File: src/rtl/svc_mem_align.sv
// Byte/half/word load-store aligner in front of a 32-bit zero-latency SRAM port.
// Misaligned accesses are split over two words only when SVC_MEM_ALIGN_SPLIT_EN is defined.
module svc_mem_align #(
    parameter int AW = 32
) (
    input  logic          clk,
    input  logic          rst_n,
    input  logic          req_valid,
    output logic          req_ready,
    input  logic          req_we,
    input  logic [AW-1:0] req_addr,
    input  logic [1:0]    req_size,
    input  logic          req_signed,
    input  logic [31:0]   req_wdata,
    output logic          rsp_valid,
    output logic [31:0]   rsp_rdata,
    output logic          rsp_err,
    output logic [AW-1:0] mem_rd_addr,
    output logic          mem_rd_valid,
    input  logic [31:0]   mem_rd_data,
    input  logic          mem_rd_data_valid,
    output logic [AW-1:0] mem_wr_addr,
    output logic [31:0]   mem_wr_data,
    output logic [3:0]    mem_wr_strb,
    output logic          mem_wr_valid,
    output logic          dbg_state
);

    // Handshake: a request transfers on a clk edge where req_valid && req_ready;
    // rsp_valid is a single-cycle pulse, there is no response back-pressure.

`ifdef SVC_MEM_ALIGN_SPLIT_EN
    localparam bit SPLIT_EN = 1'b1;
`else
    localparam bit SPLIT_EN = 1'b0;
`endif

    typedef enum logic {IDLE, SECOND} state_t;

    state_t        state, state_n;
    logic [1:0]    offset;
    logic [2:0]    nbytes;
    logic          misaligned;
    logic [63:0]   wvec;
    logic [7:0]    smask;
    logic [AW-1:0] word_addr;
    logic [AW-1:0] next_addr;

    logic          rsp_valid_n, rsp_err_n;
    logic [31:0]   rsp_rdata_n;
    logic          latch_en;

    logic          lat_we, lat_signed, lat_err;
    logic [1:0]    lat_size, lat_offset;
    logic [AW-1:0] lat_addr;
    logic [31:0]   lat_wdata, lat_first;
    logic [3:0]    lat_strb;

    function automatic logic [31:0] load_fmt(input logic [63:0] v, input logic [1:0] off,
                                             input logic [1:0] sz, input logic sgn);
        logic [63:0] s;
        s = v >> {off, 3'b000};
        case (sz)
            2'd0:    load_fmt = {{24{sgn & s[7]}}, s[7:0]};
            2'd1:    load_fmt = {{16{sgn & s[15]}}, s[15:0]};
            default: load_fmt = s[31:0];
        endcase
    endfunction

    assign offset     = req_addr[1:0];
    assign misaligned = ({1'b0, offset} + nbytes) > 3'd4;
    assign wvec       = {32'b0, req_wdata} << {offset, 3'b000};
    assign word_addr  = {req_addr[AW-1:2], 2'b00};
    assign next_addr  = word_addr + AW'(4);
    assign dbg_state  = (state == SECOND);

    always_comb begin
        nbytes = 3'd4;
        smask  = 8'h0f;
        case (req_size)
            2'd0: begin nbytes = 3'd1; smask = 8'h01 << offset; end
            2'd1: begin nbytes = 3'd2; smask = 8'h03 << offset; end
            default: begin nbytes = 3'd4; smask = 8'h0f << offset; end
        endcase
    end

    always_comb begin
        state_n      = state;
        req_ready    = (state == IDLE) && rst_n;
        mem_rd_addr  = word_addr;
        mem_wr_addr  = word_addr;
        mem_wr_data  = wvec[31:0];
        mem_wr_strb  = smask[3:0];
        mem_rd_valid = 1'b0;
        mem_wr_valid = 1'b0;
        rsp_valid_n  = 1'b0;
        rsp_rdata_n  = 32'b0;
        rsp_err_n    = 1'b0;
        latch_en     = 1'b0;
        case (state)
            IDLE: begin
                if (req_valid && req_ready) begin
                    rsp_valid_n = 1'b1;
                    if (req_size == 2'd3 || (misaligned && !SPLIT_EN)) begin
                        rsp_err_n = 1'b1;
                    end else begin
                        mem_wr_valid = req_we;
                        mem_rd_valid = !req_we;
                        if (misaligned) begin
                            // First half now, second word next cycle from latched state.
                            state_n     = SECOND;
                            rsp_valid_n = 1'b0;
                            latch_en    = 1'b1;
                        end else if (!req_we) begin
                            rsp_rdata_n = load_fmt({32'b0, mem_rd_data}, offset, req_size, req_signed);
                            rsp_err_n   = !mem_rd_data_valid;
                        end
                    end
                end
            end
            SECOND: begin
                state_n      = IDLE;
                mem_rd_addr  = lat_addr;
                mem_wr_addr  = lat_addr;
                mem_wr_data  = lat_wdata;
                mem_wr_strb  = lat_strb;
                mem_wr_valid = lat_we;
                mem_rd_valid = !lat_we;
                rsp_valid_n  = 1'b1;
                rsp_err_n    = lat_err | (!lat_we & !mem_rd_data_valid);
                if (!lat_we)
                    rsp_rdata_n = load_fmt({mem_rd_data, lat_first}, lat_offset, lat_size, lat_signed);
            end
            default: state_n = IDLE;
        endcase
    end

    always_ff @(posedge clk or negedge rst_n) begin
        if (!rst_n) begin
            state     <= IDLE;
            rsp_valid <= 1'b0;
            rsp_rdata <= 32'b0;
            rsp_err   <= 1'b0;
        end else begin
            state     <= state_n;
            rsp_valid <= rsp_valid_n;
            rsp_rdata <= rsp_rdata_n;
            rsp_err   <= rsp_err_n;
        end
    end

    always_ff @(posedge clk or negedge rst_n) begin
        if (!rst_n) begin
            lat_we     <= 1'b0;
            lat_signed <= 1'b0;
            lat_err    <= 1'b0;
            lat_size   <= 2'd0;
            lat_offset <= 2'd0;
            lat_addr   <= '0;
            lat_wdata  <= 32'b0;
            lat_first  <= 32'b0;
            lat_strb   <= 4'b0;
        end else if (latch_en) begin
            lat_we     <= req_we;
            lat_signed <= req_signed;
            lat_err    <= !req_we & !mem_rd_data_valid;
            lat_size   <= req_size;
            lat_offset <= offset;
            lat_addr   <= next_addr;
            lat_wdata  <= wvec[63:32];
            lat_first  <= mem_rd_data;
            lat_strb   <= smask[7:4];
        end
    end

endmodule

File: config.mk
export PLATFORM = sky130hd
export DESIGN_NAME = svc_mem_align
export DESIGN_NICKNAME = d
export VERILOG_FILES = /design/src/rtl/svc_mem_align.sv
export SDC_FILE = /design/constraint.sdc
export NUM_CORES = 1
export LEC_CHECK = 0
export CORE_ASPECT_RATIO = 0.8
export CORE_MARGIN = 2
export CORE_UTILIZATION = 40
export CTS_CLUSTER_SIZE = 14
export DETAILED_ROUTE_END_ITERATION = 12
export GPL_TIMING_DRIVEN = 0
export HOLD_SLACK_MARGIN = 0.08
export PLACE_DENSITY = 0.72
export SETUP_SLACK_MARGIN = 0.05
export SYNTH_ARGS = -nofsm -noshare
export SYNTH_HDL_FRONTEND = slang
export SYNTH_SLANG_ARGS = --single-unit
File: constraint.sdc
create_clock -name clk -period 5.5 [get_ports clk]
set_input_delay 1.375 -clock clk [delete_from_list [all_inputs] [get_ports clk]]
set_output_delay 1.375 -clock clk [all_outputs]
set_load 0.03 [all_outputs]
; Word-level counts from Yosys, hierarchy flattened
; Cells that the tools add are included.
[totals]
latch_bits = 0
rom_bits = 0
inputBits = 104
regBits = 142
elab_cells = 74
mem_bits_rw = 0
out_inout_bits = 138
mem_count = 0
[op_classes]
eq_ne = 3
n_reduce_logical = 8
shift = 6
n_mux = 33
bitwise = 8
mul = 0
n_lt_le_gt_ge = 1
n_addsub = 2
n_div = 0
[op_table]
columns = operator, count
row1 = two-way mux 32 bit, 7
row2 = case mux 32 bit (2 select lines), 3
row3 = left shift 32 x 5 -> 64 bit, 1
row4 = >> shifter 64 x 5 -> 32 bit, 1
row5 = adder 32 x 3 -> 32 bit (second input constant), 1
row6 = >> shifter 32 x 5 -> 32 bit, 1
row7 = case mux 8 bit (2 select lines), 1
row8 = two-way mux 1 bit, 15
row9 = case mux 1 bit (2 select lines), 5
row10 = left shift 1 x 2 -> 8 bit (first input constant), 1
row11 = left shift 2 x 2 -> 8 bit (first input constant), 1
row12 = left shift 4 x 2 -> 8 bit (first input constant), 1
row13 = AND 1 bit, 6
row14 = case mux 3 bit (2 select lines), 1
row15 = == test 2 x 1 -> 1 bit (second input constant), 2
row16 = zero test 2 bit, 2
row17 = two-way mux 4 bit, 1
row18 = adder 2 x 3 -> 3 bit, 1
row19 = > comparator 3 bit (second input constant), 1
row20 = zero test 1 bit, 3
row21 = == test 2 bit (second input constant), 1
row22 = logical AND 1 bit, 2
row23 = logical OR 1 bit, 1
row24 = inverter 1 bit, 1
row25 = OR 1 bit, 1

; Longest topological paths before layout
; Gate-level depths: netlist of the first run.
[logic_depth]
ltp_word = 8
depth_mapped = 12
mapped_depth_nobuf = 9

; Least setup slack after synthesis of the first run
; No wires, ideal clock.
[synth_timing]
path_type = input -> output
from = in req_size[1]
to = out mem_wr_valid
arrival_ns = 3.786
required_time_ns = 4.125
path_stages = 11
n_path_buf = 2
setup_slack_ns = 0.339
cell_sequence = buf_4 -> or2_1 -> buf_2 -> clkinv_1 -> ha_1 -> inv_1 -> fa_1 -> a21boi_1 -> o22ai_1 -> nand4_1 -> o21ai_0
[synth_between]
elab_chain_cells = 8
word_cells_on_any_way = 10
classes_between = add/sub (1) / order compare (1) / eq/ne (2) / mux (4) / reduce/logical (2)
[synth_rtl]
columns = item, line_no
row1 = "start, declared", 12  ; input logic [1:0] req_size,
row2 = == test 2 x 1 -> 1 bit or zero test 2 bit (tied branches), 80  ; case (req_size)
row3 = case mux 3 bit (2 select lines), 80
row4 = adder 2 x 3 -> 3 bit, 71  ; assign misaligned = ({1'b0, offset} + nbytes) > 3'd4;
row5 = > comparator 3 bit, 71
row6 = logical OR 1 bit *, 104  ; if (req_size == 2'd3 || (misaligned && !SPLIT_EN)) begin
row7 = two-way mux 1 bit *, 104
row8 = two-way mux 1 bit *, 102  ; if (req_valid && req_ready) begin
row9 = case mux 1 bit (2 select lines) *, 100  ; case (state)
row10 = "end, declared", 25  ; output logic mem_wr_valid,
; Every way passes the cells marked *; elsewhere a longest branch is shown, timed or not.

; Final worst setup path of the first run
[layout_timing]
from = in req_size[0]
to = out mem_rd_valid
[layout_between]
elab_chain_cells = 8
word_cells_on_any_way = 10
classes_between = add/sub (1) / order compare (1) / eq/ne (2) / mux (4) / reduce/logical (2)
[layout_rtl]
columns = item, line_no
row1 = == test 2 x 1 -> 1 bit or zero test 2 bit (tied branches), 80
row2 = case mux 3 bit (2 select lines), 80
row3 = adder 2 x 3 -> 3 bit, 71
row4 = > comparator 3 bit, 71
row5 = logical OR 1 bit *, 104
row6 = two-way mux 1 bit *, 104
row7 = two-way mux 1 bit *, 102
row8 = case mux 1 bit (2 select lines) *, 100
row9 = "end, declared", 19  ; output logic mem_rd_valid,
; Marks and branches as above.

==> metrics.cfg, run 1 <==
[status]
outcome=completed

[power]
p_per_area_nw_per_um2=249
leakage_nw=4.54
vdd.ir_drop.worst_mv=0.224
switchingPower_mw=0.717
p_clk_frac=0.451
swShare=0.272
combPwrFrac=0.181
p_int_mw=1.92
seqPwrFrac=0.368

[final_layout]
fin_cells=1210
nets=1079
post-route-util=0.603
fillCellCount=1530
drive_above_1_share=0.185
diodes=0
design_area_sq_um=10600
area_growth_syn_to_layout_pct=46.3

[synthesis]
synth_area_sq_um=7230
dominantRegCellSynth=dfrtp_1
synth_compound_area_frac=0.155
synthCells=710
muxShareOfSynthArea=0.181
seq_area_frac_synth=0.454
ys_warn_count=0
synthTopCellsByArea=dfrtp_1, mux2_2, mux2i_1
synth_top_family_by_area=multiplexers
synth_top_area_share=0.454
synthSimpleGateAreaFrac=0.0767
async_reset_ff_frac=1.00
synth.distinct_cells=51
synth.avg_cell_area_sq_um=10.2
synth_largest_area_cell=dfrtp_1
ys_ff_latch=131
synth_edf_count=0
synthXorXnorAreaFrac=0.00242
synth_fa_ha_area_frac=0.00623

[clock_tree]
postCtsHoldBufs=0
htreeDepth=4
root_buffer=clkbuf_16
clk_pin_slew_ns=0.06
clk_latency_ns=0.43
numCtsBuffers=17
clockBufferDepth=2
cts_tree=done
cts_sinks=131

[place]
place_congestion=0.923
place_area_sq_um=9910
io_buffers=236
dp_hpwl_mm=17.2
place_inst=1176
dp_slack_ns=-1.17

[global_routing]
grt_pass1_wl_mm=36.6
grt_pass1_vias=6304
track_usage=0.249
grt_max_degree=97
overflow=0
antenna_found_initial=0

[routing]
drc_errors=0
totalWireLength_mm=23.4
dr.pass1.iters=5
viasPerCell=5.26
drt_iter0_drc=673
vias=6370
routedWlPerCell_microns=19.3
postRouteAntennaNets=0

[sta]
relSlewSlack=0.528
slew_violations=0
fin_hold_ws_ns=0.450
rsz0062_at_grt=false
worst_clock_skew_ns=0.00973
setup_slack_ns=0.252
period_needed_ns=5.25
fin_crit_sh=0.954
setup_viol=0
worst_pin_slew_ns=0.708
finalHoldViolCount=0
clock.fmax_mhz=191

[worst_setup_path]
slowest_delay_ns=0.57
reg2reg_slack_ns=3.43
reg2reg_to=rsp_rdata[15]
cp-end-kind=output port
critical_path_class=in2out
reg2reg_depth=5
path_max_fanout=10
crit_chain=clkbuf_2, or2_1, buf_2, clkinv_1, ha_1, inv_1, fa_1, a21boi_2, o22ai_4, nand2_4, buf_4, nand2_1, buf_2
crit_slowest_cell=fa_1
cp.arrival_ns=3.87
r2r-start=dbg_state
crit_top_cell=buf_2
required_ns=4.12
crit_path_start_kind=input pin

[die]
ios=242
die_h_microns=124
start_util=0.412
core-area_sq_um=17500
die_area_sq_um=19200
row_count=43
fp.dieW_microns=154

[worst_hold_path]
min_to=lat_wdata[19]
holdPathStages=1
hp-start=lat_wdata[19]
hold_class=reg2reg

[run]
drv_cap=0

area by class of cell:
cell class	instances	area, sq um	share of cell area
Buffer	177	891	0.0843
Inverter	6	26.3	0.00248
Sequential cell	131	3280	0.310
Clock inverter	14	178	0.0168
Clock buffer	18	439	0.0415
Multi-Input combinational cell	400	3100	0.293
Tap cell	225	282	0.0266
Timing Repair Buffer	239	2380	0.226
how the worst max path moves through the flow:
stage | endpoint | depth (start not counted) | start
floorplan | mem_wr_valid | 11 | req_size[1]
global placement | mem_rd_valid | 7 | rst_n
detailed placement | mem_rd_valid | 11 | req_addr[1]
CTS | mem_rd_valid | 13 | req_size[0]
global route | mem_wr_valid | 12 | req_size[0]
finish | mem_rd_valid | 13 | req_size[0]
flip-flops by register name, indices dropped and copies added (netlist names):
| name | flops |
|---|---|
| lat_first | 32 |
| lat_offset | 2 |
| rsp_valid | 1 |
| dbg_state | 1 |
| lat_addr | 30 |
| lat_we | 1 |
| rsp_rdata | 32 |
| lat_signed | 1 |
| lat_wdata | 24 |
| rsp_err | 1 |
| lat_err | 1 |
| lat_size | 2 |
| lat_strb | 3 |
stage by stage:
stage	setup TNS (ns)	power, mW
6_report	0	2.63
5_1_grt	0	2.73
4_1_cts	0	2.65
3_5_place_dp	-2.08	1.45
3_3_place_gp	-395.40	1.45
2_1_floorplan	0	1.23
worst max-delay path: cells and delay by family:
kind	cells	cell delay, ns
AOI/OAI and AO/OA	2	0.35
buffers and inverters	6	0.94
and+or+nand+nor	3	0.47
adders and majority gates	2	0.73
power groups by stage:
stage               clock network [mW]  registers (mW)  logic, mW
global route                      1.25           0.968      0.506
CTS                               1.21           0.968      0.477
finish                            1.19           0.968      0.478
floorplan                            0           0.993      0.232
detailed placement                   0           0.986      0.469
global placement                     0           0.986      0.464
timing repair:
item / CTS / global route
gates resized for setup: 25 / 6
pin swaps: 1 / 0
buffers inserted: 2 / 0
endpoints found under the setup margin: 5 / 2
layout by cell type (no fill, tap or decap), types with 7 or more instances in the layout:
master / synthesis / final
a211oi_1: 18 / 18
a21oi_1: 38 / 37
a22o_1: 8 / 8
a31oi_1: 10 / 10
buf_2: 14 / 15
buf_4: 43 / 43
buf_6: 4 / 8
clkbuf_1: 111 / 110
clkbuf_16: 0 / 17
clkdlybuf4s50_1: 0 / 230
dfrtp_1: 131 / 131
mux2_1: 13 / 13
mux2_2: 55 / 55
mux2i_1: 50 / 50
nand2_1: 52 / 51
nand2b_1: 13 / 13
nor2_1: 22 / 22
nor2b_1: 10 / 10
o21ai_0: 25 / 25
o21ai_1: 9 / 9
o221ai_1: 7 / 7
o221ai_2: 9 / 9
o22ai_1: 16 / 15
o2bb2ai_1: 7 / 7
cells by family (layout without fill, tap and decap cells):
logic type      after synthesis  count (layout)
flops                       131             131
buf+inv                     183             454
xor+xnor                      2               2
compound gates              157             157
mux                         120             120
other cells                   1               5
fa+ha+maj                     3               3
simple gates                113             113
cell usage after synthesis, types with 2 or more instances:
master / number
buf_2: 14
o2bb2ai_1: 7
a21oi_1: 38
nor2_1: 22
ha_1: 2
nor2b_1: 10
buf_6: 4
clkinv_1: 2
inv_1: 4
o221ai_2: 9
o21ai_1: 9
a211oi_1: 18
xor2_1: 2
o221ai_1: 7
o21ai_0: 25
o22ai_1: 16
clkbuf_1: 111
or2_2: 2
nor3_1: 3
a31oi_1: 10
mux2_2: 55
nand3_1: 2
buf_1: 5
a22o_1: 8
mux4_2: 2
a21o_1: 2
mux2i_1: 50
mux2_1: 13
nand2_1: 52
dfrtp_1: 131
nand2b_1: 13
buf_4: 43
layer usage:
layer | GRT usage | share of wire | vias up
li1 | - | - | 2907
met1 | 0.354 | 0.44 | 3085
met2 | 0.376 | 0.45 | 333
met3 | 0.0596 | 0.087 | 45
met4 | 0.0790 | 0.020 | 0
met5 | 0 | 0 | -
Note: power is estimated with default switching activity, not from simulation.
==> run 2: changes to the inputs <==
PLACE_DENSITY = 0.76   (was 0.72)
SLEW_MARGIN = 10   (was not set)
==> run 2 against run 1 <==
  * Maximum frequency is 1.3% lower
  * Flip-flop and latch count stayed put
  * Design area hardly changed
  * Combinational power hardly changed
  * Critical path type unchanged
  * Largest cell class is now buffers
==> metrics.cfg, run 2 (same netlist as run 1, synthesis figures left out) <==
[routing]
drc_errors=0
routedWlPerCell_microns=19.1
dr.pass1.iters=5
postRouteAntennaNets=0
vias=6399
totalWireLength_mm=23.0
viasPerCell=5.29
drt_iter0_drc=637

[die]
die_area_sq_um=19200
die_h_microns=124
core-area_sq_um=17500
fp.dieW_microns=154
ios=242
start_util=0.412
row_count=43

[clock_tree]
clockBufferDepth=2
htreeDepth=4
clk_latency_ns=0.43
numCtsBuffers=17
clk_pin_slew_ns=0.06
postCtsHoldBufs=0
cts_tree=done
cts_sinks=131
root_buffer=clkbuf_16

[power]
vdd.ir_drop.worst_mv=0.204
p_clk_frac=0.441
seqPwrFrac=0.374
p_int_mw=1.89
combPwrFrac=0.185
leakage_nw=4.54
swShare=0.270
switchingPower_mw=0.698
p_per_area_nw_per_um2=245

[final_layout]
area_growth_syn_to_layout_pct=46.4
fin_cells=1209
diodes=0
fillCellCount=1494
final_common_cell=clkdlybuf4s50_1
mostFrequentLayoutCells=clkdlybuf4s50_1, dfrtp_1, clkbuf_1
nets=1078
top_regs=lat_first (32), rsp_rdata (32), lat_addr (30)
drive_above_1_share=0.184

[worst_setup_path]
crit_path_start_kind=input pin
reg2reg_slack_ns=3.41
critical_path_class=in2out
cp-end-kind=output port
path_max_fanout=10
cp.arrival_ns=3.94
required_ns=4.12

[sta]
worst_clock_skew_ns=0.0110
fin_tns_setup_ns=0
relSlewSlack=0.544
clock.fmax_mhz=188
setup_viol=0
finalHoldViolCount=0
fin_crit_sh=0.967
worst_pin_slew_ns=0.684
slew_violations=0
period_needed_ns=5.32
rsz0062_at_grt=false
setup_slack_ns=0.181

[global_routing]
track_usage=0.244
grt_pass1_vias=6277
antenna_found_initial=0
overflow=0
grt_pass1_wl_mm=35.9
grt_max_degree=71

[place]
dp_hpwl_mm=17.1
io_buffers=236
place_congestion=0.900
dp_slack_ns=-1.17
place_inst=1176

[run]
drv_cap=0

[worst_hold_path]
hold_class=reg2reg

[status]
outcome=completed

-- run 2: layer usage --
| layer | up-vias | global-route usage | routed length (microns) |
|---|---|---|---|
| met5 | - | 0 | 0 |
| met4 | 0 | 0.100 | 710 |
| met3 | 49 | 0.0498 | 1740 |
| met2 | 339 | 0.372 | 10400 |
| met1 | 3112 | 0.341 | 10200 |
| li1 | 2899 | - | - |
-- run 2: worst paths after layout --
kind / start / to / cells after the start
hold reg to reg: lat_wdata[23] / lat_wdata[23] / 1
min in group asynchronous: rst_n / lat_addr[25] / 1
setup reg to reg: dbg_state / rsp_rdata[15] / 5
max in group asynchronous: rst_n / rsp_rdata[29] / 2
setup / recovery: req_size[0] / mem_rd_valid / 13
hold / removal: lat_wdata[23] / lat_wdata[23] / 1
-- run 2: worst max-delay path, stage by stage --
cell             delay, ns
clkbuf_2              0.16
or2_1                 0.25
buf_4                 0.19
clkinv_1              0.09
ha_1                  0.14
inv_1                 0.05
fa_1                  0.58
a21boi_4              0.10
o22ai_4               0.23
nand2_4               0.15
buf_4                 0.24
nand2_1               0.09
clkdlybuf4s15_2       0.30
-- run 2: cell type report --
cell class / instances / area, sq um / share of cell area
Buffer: 176 / 883 / 0.0835
Clock buffer: 21 / 470 / 0.0445
Clock inverter: 11 / 126 / 0.0119
Inverter: 6 / 30.0 / 0.00284
Multi-Input combinational cell: 400 / 3100 / 0.293
Sequential cell: 131 / 3280 / 0.310
Tap cell: 225 / 282 / 0.0266
Timing Repair Buffer: 239 / 2400 / 0.227
-- run 2: through the flow --
| step | utilization | power [mW] | hold slack, ns | cell area, sq um |
|---|---|---|---|---|
| CTS | 0.602 | 2.61 | 0.454 | 10600 |
| finish | 0.603 | 2.59 | 0.447 | 10600 |
| floorplan | - | 1.23 | 0.424 | 7240 |
| global placement | 0.564 | 1.45 | 0.434 | 9880 |
| global route | 0.603 | 2.68 | 0.462 | 10600 |
| detailed placement | 0.565 | 1.45 | 0.441 | 9910 |
-- run 2: power groups by stage --
stage,clock network (mW),registers (mW),logic [mW]
3_3_place_gp,0,0.986,0.463
2_1_floorplan,0,0.993,0.232
4_1_cts,1.16,0.968,0.475
5_1_grt,1.21,0.968,0.507
3_5_place_dp,0,0.986,0.469
6_report,1.14,0.968,0.480
-- run 2: timing repair --
action	in CTS	in global routing
setup endpoints to repair	4	6
buffers inserted	2	0
resized for setup	21	6
pin swaps	1	0
==> run 3: changes to the inputs <==
CORE_ASPECT_RATIO = 1.2   (was 0.8)
==> run 3 against run 2 <==
  * Total power grew 4.9%
  * Design area rose by 0.47%
  * Flip-flop and latch count unchanged
  * First-iteration DRC count fell by 35%
  * Clock power grew 11%
  * Die area barely moved
  * Cell count shrank 0.33%
  * Setup slack lost 0.086 ns
  * Routed wire length shrank 2.3%
  * Maximum frequency fell by 1.6%
  * Register-to-register slack about the same
  * Sequential power is essentially flat
  * Critical endpoint unchanged
  * Largest power group unchanged
==> metrics.cfg, run 3 (same netlist as run 1, synthesis figures left out) <==
[status]
outcome=completed

[sta]
period_needed_ns=5.41
fin_tns_setup_ns=0
relSlewSlack=0.529
worst_pin_slew_ns=0.706
rsz0062_at_grt=true
fin_hold_ws_ns=0.449
clock.fmax_mhz=185
setup_viol=0
worst_clock_skew_ns=0.00713
fin_crit_sh=0.983
slew_violations=0
finalHoldViolCount=0

[routing]
drt-met1-wl_mm=9.12
met3_length_mm=1.45
routedWlPerCell_microns=18.7
vias=6238
postRouteAntennaNets=0
dr.max_layer_used=met4
dr.pass1.iters=5
drt_iter0_drc=416
totalWireLength_mm=22.5
wl_met2_mm=11.2
drc_errors=0
viasPerCell=5.18

[final_layout]
final_common_cell=clkdlybuf4s50_1
area_growth_syn_to_layout_pct=47.1
post-route-util=0.602
top_regs=lat_first (32), rsp_rdata (32), lat_addr (30)
nets=1078
design_area_sq_um=10600
drive_above_1_share=0.182
mostFrequentLayoutCells=clkdlybuf4s50_1, dfrtp_1, clkbuf_1

[power]
combPwrFrac=0.176
seqPwrFrac=0.357
swShare=0.250
p_per_area_nw_per_um2=255
p_clk_frac=0.468
leakage_nw=4.56
vdd.ir_drop.worst_mv=0.224
p_int_mw=2.04
switchingPower_mw=0.678

[clock_tree]
root_buffer=clkbuf_16
htreeDepth=4
clockBufferDepth=2
cts_sinks=131
numCtsBuffers=17
cts_tree=done
clk_latency_ns=0.42
clk_pin_slew_ns=0.05
postCtsHoldBufs=0

[worst_setup_path]
crit_path_start_kind=input pin
cp-end-kind=output port
critical_path_class=in2out
cp.arrival_ns=4.03
reg2reg_depth=5
path_max_fanout=17
required_ns=4.12

[die]
die_area_sq_um=19200
start_util=0.410
die_h_microns=151
core-area_sq_um=17600
row_count=53
ios=242
fp.dieW_microns=127

[global_routing]
antenna_found_initial=1
grt_max_degree=75
track_usage=0.234
overflow=0
grt_pass1_wl_mm=34.1
grt_pass1_vias=6241

[place]
io_buffers=236
dp_hpwl_mm=17.0
place_congestion=0.959
place_area_sq_um=9910

[run]
drv_cap=0

[worst_hold_path]
holdPathStages=1
hold_class=reg2reg

==> run 3: changes by cell type in the layout (fill, tap and decap cells not counted), sizes merged <==
cell           delta
clkinvlp          -3
buf               +1
dlymetal6s2s      -1
dlygate4sd2       +1
inv               -2
bufinv            +4
clkinv            +3
clkdlybuf4s15     -1
clkdlybuf4s50     +1
diode             +1
clkbuf            -3
==> run 3: area by class of cell <==
cell class / count / area, sq um
antenna: 1 / 2.50
buffer: 175 / 873
clock buffer: 19 / 433
clock inverter: 13 / 233
fill: 1503 / 7010
inverter: 6 / 30.0
multi-input combinational: 400 / 3100
sequential: 131 / 3280
tap: 220 / 275
timing repair buffer: 240 / 2410
==> run 3: worst paths after layout <==
path                                   start            end  slack [ns]
worst max-delay path             req_size[0]   mem_rd_valid        0.09
worst min-delay path            lat_first[1]   lat_first[1]        0.45
worst max register to register     dbg_state  rsp_rdata[15]        3.42
worst min register to register  lat_first[1]   lat_first[1]        0.45
max in group asynchronous              rst_n   lat_addr[20]        3.83
min in group asynchronous              rst_n   rsp_rdata[1]        0.92
==> run 3: per-stage QoR <==
step	instances	power (mW)	setup WS [ns]
CTS	1203	2.73	0.0690
global route	1204	2.81	0.0455
detailed placement	1171	1.45	-1.08
global placement	1170	1.45	-4.54
finish	1205	2.72	0.0945
floorplan	714	1.23	0.339
==> run 3: metal layers <==
layer / up-vias / track usage
met1: 2978 / 0.287
met2: 298 / 0.400
met3: 58 / 0.0548
met5: - / 0
met4: 0 / 0.0923
li1: 2904 / -
==> run 3: timing repair <==
item	4_1_cts	5_1_grt
resized for setup	15	6
setup buffers	2	1
setup endpoints to repair	3	2
pin swaps	1	0
==> run 3: worst max-delay path, stage by stage <==
cell and delay (ns):
dlygate4sd2_1 0.36, or2_1 0.14, buf_2 0.23, clkinv_1 0.16
ha_1 0.20, inv_1 0.06, fa_1 0.48, a21boi_2 0.25
o22ai_4 0.13, nand2_4 0.21, nand2_1 0.09, clkdlybuf4s15_2 0.31
==> run 3: power by group through the flow <==
stage / registers (mW) / clock network [mW] / logic [mW]
6_report: 0.969 / 1.27 / 0.477
5_1_grt: 0.968 / 1.34 / 0.502
4_1_cts: 0.969 / 1.29 / 0.474
3_5_place_dp: 0.986 / 0 / 0.467
3_3_place_gp: 0.986 / 0 / 0.460
2_1_floorplan: 0.993 / 0 / 0.232
